$ cat src/rtl/uart_rx_pkg.sv
// Shared definitions for the UART receiver.
// Contents: FSM state encoding (3-bit), parity-type encodings (the same as the
// TX parity_calc), and a 3-input majority helper used by the bit sampler.
package uart_rx_pkg;

   typedef enum logic [2:0] {
      ST_IDLE   = 3'd0,
      ST_START  = 3'd1,
      ST_DATA   = 3'd2,
      ST_PARITY = 3'd3,
      ST_STOP   = 3'd4
   } rx_state_e;

   localparam logic PAR_EVEN = 1'b0;
   localparam logic PAR_ODD  = 1'b1;

   function automatic logic majority3(input logic a, input logic b, input logic c);
      return (a & b) | (a & c) | (b & c);
   endfunction

endpackage

$ cat src/rtl/uart_rx_data_sampler.sv
// Bit sampler for the UART receiver.
// The line is captured on three consecutive oversampling edges around the bit
// centre (P/2-1, P/2, P/2+1). The bit value is the majority of those three
// captures, so a glitch on one sample does not corrupt the bit.
// Ports:
//   clk_sys      oversampling clock
//   rst_b        asynchronous active-low reset
//   rx_in        serial line (already synchronised)
//   prescale     oversampling ratio (8/16/32)
//   edge_cnt     position inside the current bit (0..prescale-1)
//   sampled_bit  majority-voted bit value; stable from edge P/2+2 to the end of the bit
module uart_rx_data_sampler
   import uart_rx_pkg::*;
(
   input  logic       clk_sys,
   input  logic       rst_b,
   input  logic       rx_in,
   input  logic [5:0] prescale,
   input  logic [5:0] edge_cnt,
   output logic       sampled_bit
);

   logic [5:0] half;
   logic [2:0] samples;

   assign half = {1'b0, prescale[5:1]};

   always_ff @(posedge clk_sys or negedge rst_b) begin
      if (!rst_b) begin
         samples <= '0;
      end else if (edge_cnt == half - 6'd1) begin
         samples[0] <= rx_in;
      end else if (edge_cnt == half) begin
         samples[1] <= rx_in;
      end else if (edge_cnt == half + 6'd1) begin
         samples[2] <= rx_in;
      end
   end

   assign sampled_bit = majority3(samples[0], samples[1], samples[2]);

endmodule

$ cat src/rtl/uart_rx.sv
// UART receiver.
// The receiver oversamples RX_IN at Prescale x baud and majority-votes each bit.
// It deserialises the data LSB first and checks the optional parity bit and the
// stop bit. Results are presented as registered one-cycle pulses in the cycle
// after the last edge of the stop bit.
// Ports:
//   CLK           oversampling clock
//   RST           asynchronous active-low reset
//   RX_IN         serial line, idle high
//   Prescale      oversampling ratio (8/16/32); changed only while idle
//   PAR_EN        parity bit present
//   PAR_TYP       0 = even, 1 = odd
//   P_DATA        last good received word
//   data_valid    pulse: P_DATA updated
//   parity_error  pulse: parity mismatch on the finished frame
//   stop_error    pulse: stop bit sampled 0
//
// state  | meaning
// IDLE   | line idle; a low level starts a frame (that cycle counts as edge 0)
// START  | start bit; a high vote at its last edge means a glitch, so go back to IDLE
// DATA   | Data_width data bits shifted in LSB first
// PARITY | parity bit captured
// STOP   | stop bit; frame checked and outputs loaded at its last edge
module uart_rx
   import uart_rx_pkg::*;
#(
   parameter int Data_width = 8
) (
   input  logic                  CLK,
   input  logic                  RST,
   input  logic                  RX_IN,
   input  logic [5:0]            Prescale,
   input  logic                  PAR_EN,
   input  logic                  PAR_TYP,
   output logic [Data_width-1:0] P_DATA,
   output logic                  data_valid,
   output logic                  parity_error,
   output logic                  stop_error
);

   localparam int BW = (Data_width > 1) ? $clog2(Data_width) : 1;
   localparam logic [BW-1:0] BIT_LAST = BW'(Data_width - 1);

   rx_state_e             state, state_nxt;
   logic [5:0]            edge_cnt;
   logic [BW-1:0]         bit_cnt;
   logic [Data_width-1:0] shift_reg;
   logic                  par_bit;
   logic                  sampled_bit;
   logic                  edge_last;
   logic                  frame_done;
   logic                  exp_par;
   logic                  stop_bad;
   logic                  par_bad;

   uart_rx_data_sampler u_sampler (
      .clk_sys     (CLK),
      .rst_b       (RST),
      .rx_in       (RX_IN),
      .prescale    (Prescale),
      .edge_cnt    (edge_cnt),
      .sampled_bit (sampled_bit)
   );

   assign edge_last = (edge_cnt == Prescale - 6'd1);

   always_ff @(posedge CLK or negedge RST) begin
      if (!RST) begin
         state <= ST_IDLE;
      end else begin
         state <= state_nxt;
      end
   end

   always_comb begin
      state_nxt  = state;
      frame_done = 1'b0;
      case (state)
         ST_IDLE: begin
            if (!RX_IN) state_nxt = ST_START;
         end
         ST_START: begin
            if (edge_last) state_nxt = sampled_bit ? ST_IDLE : ST_DATA;
         end
         ST_DATA: begin
            if (edge_last && (bit_cnt == BIT_LAST))
               state_nxt = PAR_EN ? ST_PARITY : ST_STOP;
         end
         ST_PARITY: begin
            if (edge_last) state_nxt = ST_STOP;
         end
         ST_STOP: begin
            if (edge_last) begin
               state_nxt  = ST_IDLE;
               frame_done = 1'b1;
            end
         end
         default: state_nxt = ST_IDLE;
      endcase
   end

   // In IDLE the detection cycle is edge 0 of the start bit, so the counter
   // loads 1 when the line is seen low.
   always_ff @(posedge CLK or negedge RST) begin
      if (!RST) begin
         edge_cnt <= '0;
      end else if (state == ST_IDLE) begin
         edge_cnt <= RX_IN ? 6'd0 : 6'd1;
      end else if (edge_last) begin
         edge_cnt <= '0;
      end else begin
         edge_cnt <= edge_cnt + 6'd1;
      end
   end

   always_ff @(posedge CLK or negedge RST) begin
      if (!RST) begin
         bit_cnt   <= '0;
         shift_reg <= '0;
         par_bit   <= 1'b0;
      end else begin
         if ((state == ST_DATA) && edge_last) begin
            shift_reg <= {sampled_bit, shift_reg[Data_width-1:1]};
            bit_cnt   <= (bit_cnt == BIT_LAST) ? '0 : bit_cnt + 1'b1;
         end
         if ((state == ST_PARITY) && edge_last) begin
            par_bit <= sampled_bit;
         end
      end
   end

   always_comb begin
      exp_par = 1'b0;
      case (PAR_TYP)
         PAR_EVEN: exp_par = ^shift_reg;
         PAR_ODD:  exp_par = ~^shift_reg;
         default:  exp_par = ^shift_reg;
      endcase
   end

   assign stop_bad = ~sampled_bit;
   assign par_bad  = PAR_EN & (par_bit != exp_par);

   always_ff @(posedge CLK or negedge RST) begin
      if (!RST) begin
         P_DATA       <= '0;
         data_valid   <= 1'b0;
         parity_error <= 1'b0;
         stop_error   <= 1'b0;
      end else begin
         data_valid   <= 1'b0;
         parity_error <= 1'b0;
         stop_error   <= 1'b0;
         if (frame_done) begin
            stop_error   <= stop_bad;
            parity_error <= par_bad;
            if (!stop_bad && !par_bad) begin
               data_valid <= 1'b1;
               P_DATA     <= shift_reg;
            end
         end
      end
   end

endmodule

$ cat config.mk
export PLATFORM = sky130hd
export DESIGN_NAME = uart_rx
export DESIGN_NICKNAME = d
export VERILOG_FILES = /design/src/rtl/uart_rx_pkg.sv /design/src/rtl/uart_rx_data_sampler.sv /design/src/rtl/uart_rx.sv
export SDC_FILE = /design/constraint.sdc
export NUM_CORES = 1
export LEC_CHECK = 0
export ABC_AREA = 1
export CAP_MARGIN = 20
export CORE_UTILIZATION = 50
export DETAILED_ROUTE_END_ITERATION = 6
export PLACE_DENSITY = 0.72
export SLEW_MARGIN = 20
export SYNTH_ARGS = -nofsm -noshare
export SYNTH_HDL_FRONTEND = slang
export SYNTH_SLANG_ARGS = --single-unit
$ cat constraint.sdc
create_clock -name CLK -period 2.2 [get_ports CLK]
set_input_delay 0.22 -clock CLK [delete_from_list [all_inputs] [get_ports CLK]]
set_output_delay 0.22 -clock CLK [all_outputs]
set_load 0.01 [all_outputs]
==> results of run 1 <==
layout make-up:
type,instances,share of cell area [%]
Clock buffer,5,2.68
Clock inverter,3,1.71
Inverter,32,4.68
Multi-Input combinational cell,208,43.9
Sequential cell,35,34.1
Tap cell,50,2.44
Timing Repair Buffer,27,10.4
worst reg2reg max path, cell delays in order, from the launching register on:
cell,delay [ns]
dfrtp_1,0.51
nand2_1,0.09
nand2_1,0.09
inv_1,0.04
nand2_1,0.05
nand2_1,0.08
nor2_4,0.18
nand3_4,0.12
nor2_8,0.17
nand2_4,0.11
nand2_1,0.07
nand2_1,0.05
through the flow:
| stage | total power (W) | utilization [%] |
|---|---|---|
| finish | 0.00218 | 63.2 |
| global route | 0.00234 | 63.2 |
| CTS | 0.00221 | 63.2 |
| detailed placement | 0.00162 | 60.4 |
| global placement | 0.00160 | 60.4 |
| floorplan | 0.00144 | - |
synthesized netlist by cell type:
cell type,number
nand2_2,1
nor2_1,25
o211ai_1,1
xnor2_1,9
a21boi_0,1
nand3_1,19
nand3b_1,1
nand2b_1,2
nand3_4,2
nor3_1,4
buf_6,1
nor3b_1,1
nor2_8,2
ha_1,7
nand2_4,2
o21a_1,1
o21ai_0,4
nand2_1,93
nand4_1,2
nor2_4,2
nor3_2,1
xor2_1,9
inv_1,27
buf_4,2
o22ai_1,4
a32oi_1,1
a21oi_1,5
o21ai_1,9
dfrtp_1,35
inv_2,5
report_power, final:
group / internal (W) / leakage (nW) / switching, W / total (W)
Sequential: 0.000749 / 0.463 / 0.000117 / 0.000867
Combinational: 0.000283 / 0.827 / 0.000458 / 0.000742
Clock: 0.000337 / 0.0581 / 0.000239 / 0.000576
routing by layer:
| layer | wire, microns | vias up | GRT usage [%] |
|---|---|---|---|
| li1 | - | 940 | - |
| met1 | 2100 | 844 | 28.8 |
| met2 | 1790 | 37 | 32.7 |
| met3 | 181 | 5 | 5.07 |
| met4 | 63 | 0 | 8.24 |
| met5 | 0 | - | 0 |
cell families after synthesis:
logic type | share of synthesized area, %
flops | 40.8
compound gates | 6.81
buf+inv | 6.81
simple gates | 34.2
fa+ha+maj | 4.08
xor+xnor | 7.34
final timing paths:
path,start,end,slack [ns],cells past startpoint
max,Prescale[1],P_DATA[3],0.30,13
min,RST,P_DATA[0],0.33,2
max reg2reg,edge_cnt[5],P_DATA[3],0.53,11
min reg2reg,P_DATA[6],P_DATA[6],0.48,2
max in group asynchronous,RST,edge_cnt[3],1.57,2
min in group CLK,P_DATA[6],P_DATA[6],0.48,2
==> results.txt, run 1 <==
commonest non-fill, non-tap cell in the layout: nand2_1
diode count: 0
Final WS setup: 0.304 ns
# hold bufs at CTS: 0
post-route clock period utilization: 86.2%
Largest stage delay, worst path: 0.47 ns
Syn. warnings: 0
worst setup path class: in2reg
Hold WC Path Type: in2async
most frequent cells in the layout: 93 x nand2_1, 35 x dfrtp_1, 27 x inv_1
CTS Root Cell: clkbuf_8
Mapped Area: 2150 sq um
post-CTS setup buffer count: 0
setup violation total in the final timing report: 0
post-CTS sizing: 0
Hold WS: 0.326 ns
top-area cell type share of the netlist area: 40.8%
Starting Density: 52.9%
Top delay family on crit path: simple AND/OR/NAND/NOR gates
boundary pin count: 22
Worst-path clk slew: 0.07 ns
multi-input logic area: 1130 sq um
final hold viol count: 0
Starting DRT DRC Count: 114
DR pass1 iterations: 4
DR vias: 1826
register area: 876 sq um
DP Area: 2450 sq um
CP Capture Type: flip-flop
Site Rows: 23
cells after synthesis: 278
HPWL after DPL: 3200 microns
Final Skew: 0.00462 ns
share of cells above drive strength 1: 9.35%
leakage power: 1.35 nW
Max-Cap Viols: 0
crit-path cells: clkdlybuf4s50_1, inv_1, ha_1, inv_1, nor3_2, nand3_1, nand2_1, nor2_4, nand3_4, nor2_8, nand2_4, nand2_1, nand2_1
Bufs and invs on worst path: 3
pre-CTS WS: -0.00393 ns
Synth area leaders: dfrtp_1 41%, nand2_1 16%, inv_1 4.7%, nand3_1 4.4%, nor2_1 4.4%
post-route antenna net violation count: 0
maximum clock frequency: 527 MHz
H-tree levels: 2
Max FO, Critical Path: 9
sequential-to-total area share from yosys stat: 40.8%
clock buffer depth: 2
Clk Latency, worst-skew pair: 0.29 ns
Die W: 67.6 microns
initial antenna violation count: 0
Final nets: 327
CP max-delay cell: clkdlybuf4s50_1
Placed Cells: 352
largest area contributor in the netlist: dfrtp_1
global-route wire length before repair: 7130 microns
largest net degree at the start of global routing: 36
Total GRT Usage: 21.3%
WP data arrival: 2.08 ns
die area: 4560 sq um
Syn-to-layout area delta: 19.4%
final instance area: 2560 sq um
Avg WL per Cell: 11.5 microns
core area: 4060 sq um
most frequent CP cell: nand2_1
Setup TNS Final: 0 ns
filler instances: 363
status: finished clean
max-slew violations: 0
grt ovf: 0
Via density: 5.07
drt drc: 0
CP startpoint kind: input port
Power Density: 852 nW/um^2
post-synthesis register bit count: 35
CTS tree: done
vias in the first global route: 1666
RSZ-0062 raised after global routing: false
final cell count without fillers: 360
synth unique cells: 30
cts bufs inserted: 5
Tmin final: 1.90 ns
IO buf count: 21
Data required, critical path: 2.38 ns
syn nets: 296
syn_area_per_cell: 7.73 sq um
peak supply drop: 660 uV
CTS Sinks: 35
Placer Congestion: 0.857
final wirelength: 4130 microns
Max-Slew Margin vs Limit: 72.0%
Die H: 67.6 microns
Slew @ Worst Pin: 0.420 ns
Power figures use the tool's default switching activity.
==> inputs of run 2 (changes only) <==
--- a/config.mk
+++ b/config.mk
@@ -6,7 +6,8 @@
 export NUM_CORES = 1
 export LEC_CHECK = 0
 export ABC_AREA = 1
-export CAP_MARGIN = 20
+export CAP_MARGIN = 15
+export CORE_ASPECT_RATIO = 1.4
 export CORE_UTILIZATION = 50
 export DETAILED_ROUTE_END_ITERATION = 6
 export PLACE_DENSITY = 0.72
==> run 2 against run 1 <==
  * The run now ends with DRC left
  * Largest cell class unchanged
  * Worst setup slack gained 0.019 ns
  * Critical endpoint is now P_DATA[4]
  * Non-clock buffer count up 1
  * Flip-flop and latch count did not move
  * Power shrank 1.2%
  * Critical path depth fell by 1
  * Clock skew increased by 0.0031 ns
  * Clock power is 5.4% lower
==> results.txt, run 2 (synthesized netlist as in run 1, its figures left out) <==
pre-CTS WS: 0.0422 ns
final core utilization: 63.8%
Placer Congestion: 0.917
final cell count without fillers: 353
vias in the first global route: 1807
most frequent CP cell: nand2_1
H-tree levels: 2
Setup TNS Final: 0 ns
crit path from: Prescale[2]
DR vias: 1862
max-slew violations: 0
met2 wire length: 2310 microns
CP max-delay cell: clkdlybuf4s50_1
initial antenna violation count: 0
HPWL after DPL: 3320 microns
grt ovf: 0
CP Capture Type: flip-flop
Max FO, Critical Path: 9
Slew @ Worst Pin: 0.450 ns
leakage power: 1.35 nW
worst setup path class: in2reg
Final nets: 328
worst setup path end: P_DATA[4]
combinational power share: 34.7%
commonest non-fill, non-tap cell in the layout: nand2_1
Max-Cap Viols: 0
Site Rows: 27
Die H: 79.6 microns
RSZ-0062 raised after global routing: false
maximum clock frequency: 533 MHz
clock share of power: 25.3%
Sw Ratio: 36.8%
Met1 Wirelength: 1760 microns
clock buffer depth: 2
Syn-to-layout area delta: 19.5%
final hold viol count: 0
post-CTS setup buffer count: 0
Clk Latency, worst-skew pair: 0.28 ns
RR Startpoint: edge_cnt[5]
Placed Cells: 346
diode count: 0
Starting DRT DRC Count: 79
metal3 WL: 187 microns
Via density: 5.27
most frequent cells in the layout: 93 x nand2_1, 35 x dfrtp_1, 27 x inv_1
Hold WC Path Type: in2async
largest net degree at the start of global routing: 36
Net Switching: 0.000793 W
R2R setup slack: 0.57 ns
Final Skew: 0.00773 ns
cts bufs inserted: 5
global-route wire length before repair: 7900 microns
CTS Root Cell: clkbuf_8
DR pass1 iterations: 6
WP data arrival: 2.05 ns
Avg WL per Cell: 12.4 microns
Starting Density: 53.4%
r2r endpoint: P_DATA[4]
status: complete, but fails checks
CTS tree: done
share of cells above drive strength 1: 9.03%
Data required, critical path: 2.38 ns
filler instances: 364
post-route clock period utilization: 85.3%
post-route antenna net violation count: 0
Total GRT Usage: 22.8%
Reg2Reg Depth: 11
core area: 4020 sq um
crit-path cells: clkdlybuf4s50_1, inv_2, ha_1, inv_1, a21oi_1, nor2_1, nor2_4, nand3_4, nor2_8, nand2_4, nand2_1, nand2_1
Largest stage delay, worst path: 0.44 ns
die area: 4570 sq um
Final WS setup: 0.323 ns
# hold bufs at CTS: 0
IO buf count: 21
peak supply drop: 534 uV
internal power: 0.00136 W
CP startpoint kind: input port
highest metal used: met4
drt drc: 3
boundary pin count: 22
CTS Sinks: 35
failing checks: DRC
Worst-path clk slew: 0.07 ns
power consumption: 0.00216 W
Die W: 57.4 microns
setup violation total in the final timing report: 0
Power Density: 841 nW/um^2
Seq pwr share: 40.0%
Tmin final: 1.88 ns
post-CTS sizing: 0
Max-Slew Margin vs Limit: 70.0%
final wirelength: 4380 microns
[run 2: cell types whose count changed in the layout (fill, tap and decap cells not counted), sizes merged]
cell	change
clkinv	-2
buf	+1
clkbuf	+1
[run 2: worst min path at each step]
stage	from	end	slack, ns	cells after the start
CTS	RST	shift_reg[6]	0.35	2
floorplan	RST	P_DATA[0]	-0.08	0
global placement	P_DATA[3]	P_DATA[3]	0.46	2
detailed placement	P_DATA[2]	P_DATA[2]	0.46	2
global route	RST	state[2]	0.38	2
finish	RST	state[0]	0.35	2
[run 2: metrics by stage]
stage	cell area [sq um]	hold WS, ns
after detailed placement	2460	0.464
after floorplan	2150	-0.0756
after CTS	2570	0.354
final	2570	0.346
after global routing	2570	0.384
after global placement	2460	0.462
[run 2: power by group through the flow]
stage	registers, W	clock network (W)	logic [W]
3_5_place_dp	0.000876	0	0.000750
2_1_floorplan	0.000847	0	0.000593
6_report	0.000863	0.000545	0.000750
5_1_grt	0.000884	0.000588	0.000863
4_1_cts	0.000864	0.000568	0.000757
3_3_place_gp	0.000873	0	0.000737
[run 2: final cells by class]
cell class,count,area [sq um],share of cell area (%)
multi-input combinational,208,1130,43.9
sequential,35,876,34.1
clock inverter,1,30.0,1.17
clock buffer,6,72.6,2.83
inverter,32,120,4.68
timing repair buffer,28,288,11.2
tap,43,53.8,2.10
[run 2: worst max-delay path: cells and delay by family]
kind                     cells  cell delay [ns]
buffers and inverters        3             0.65
adder cells (fa/ha/maj)      1             0.24
AO/OA/AOI/OAI                1             0.17
AND/OR/NAND/NOR              7             0.79
[run 2: per-layer routing]
layer | global-route usage, % | vias to the layer above
met5 | 0 | -
met4 | 12.4 | 0
met3 | 4.21 | 10
met2 | 41.5 | 41
met1 | 24.1 | 860
li1 | - | 951
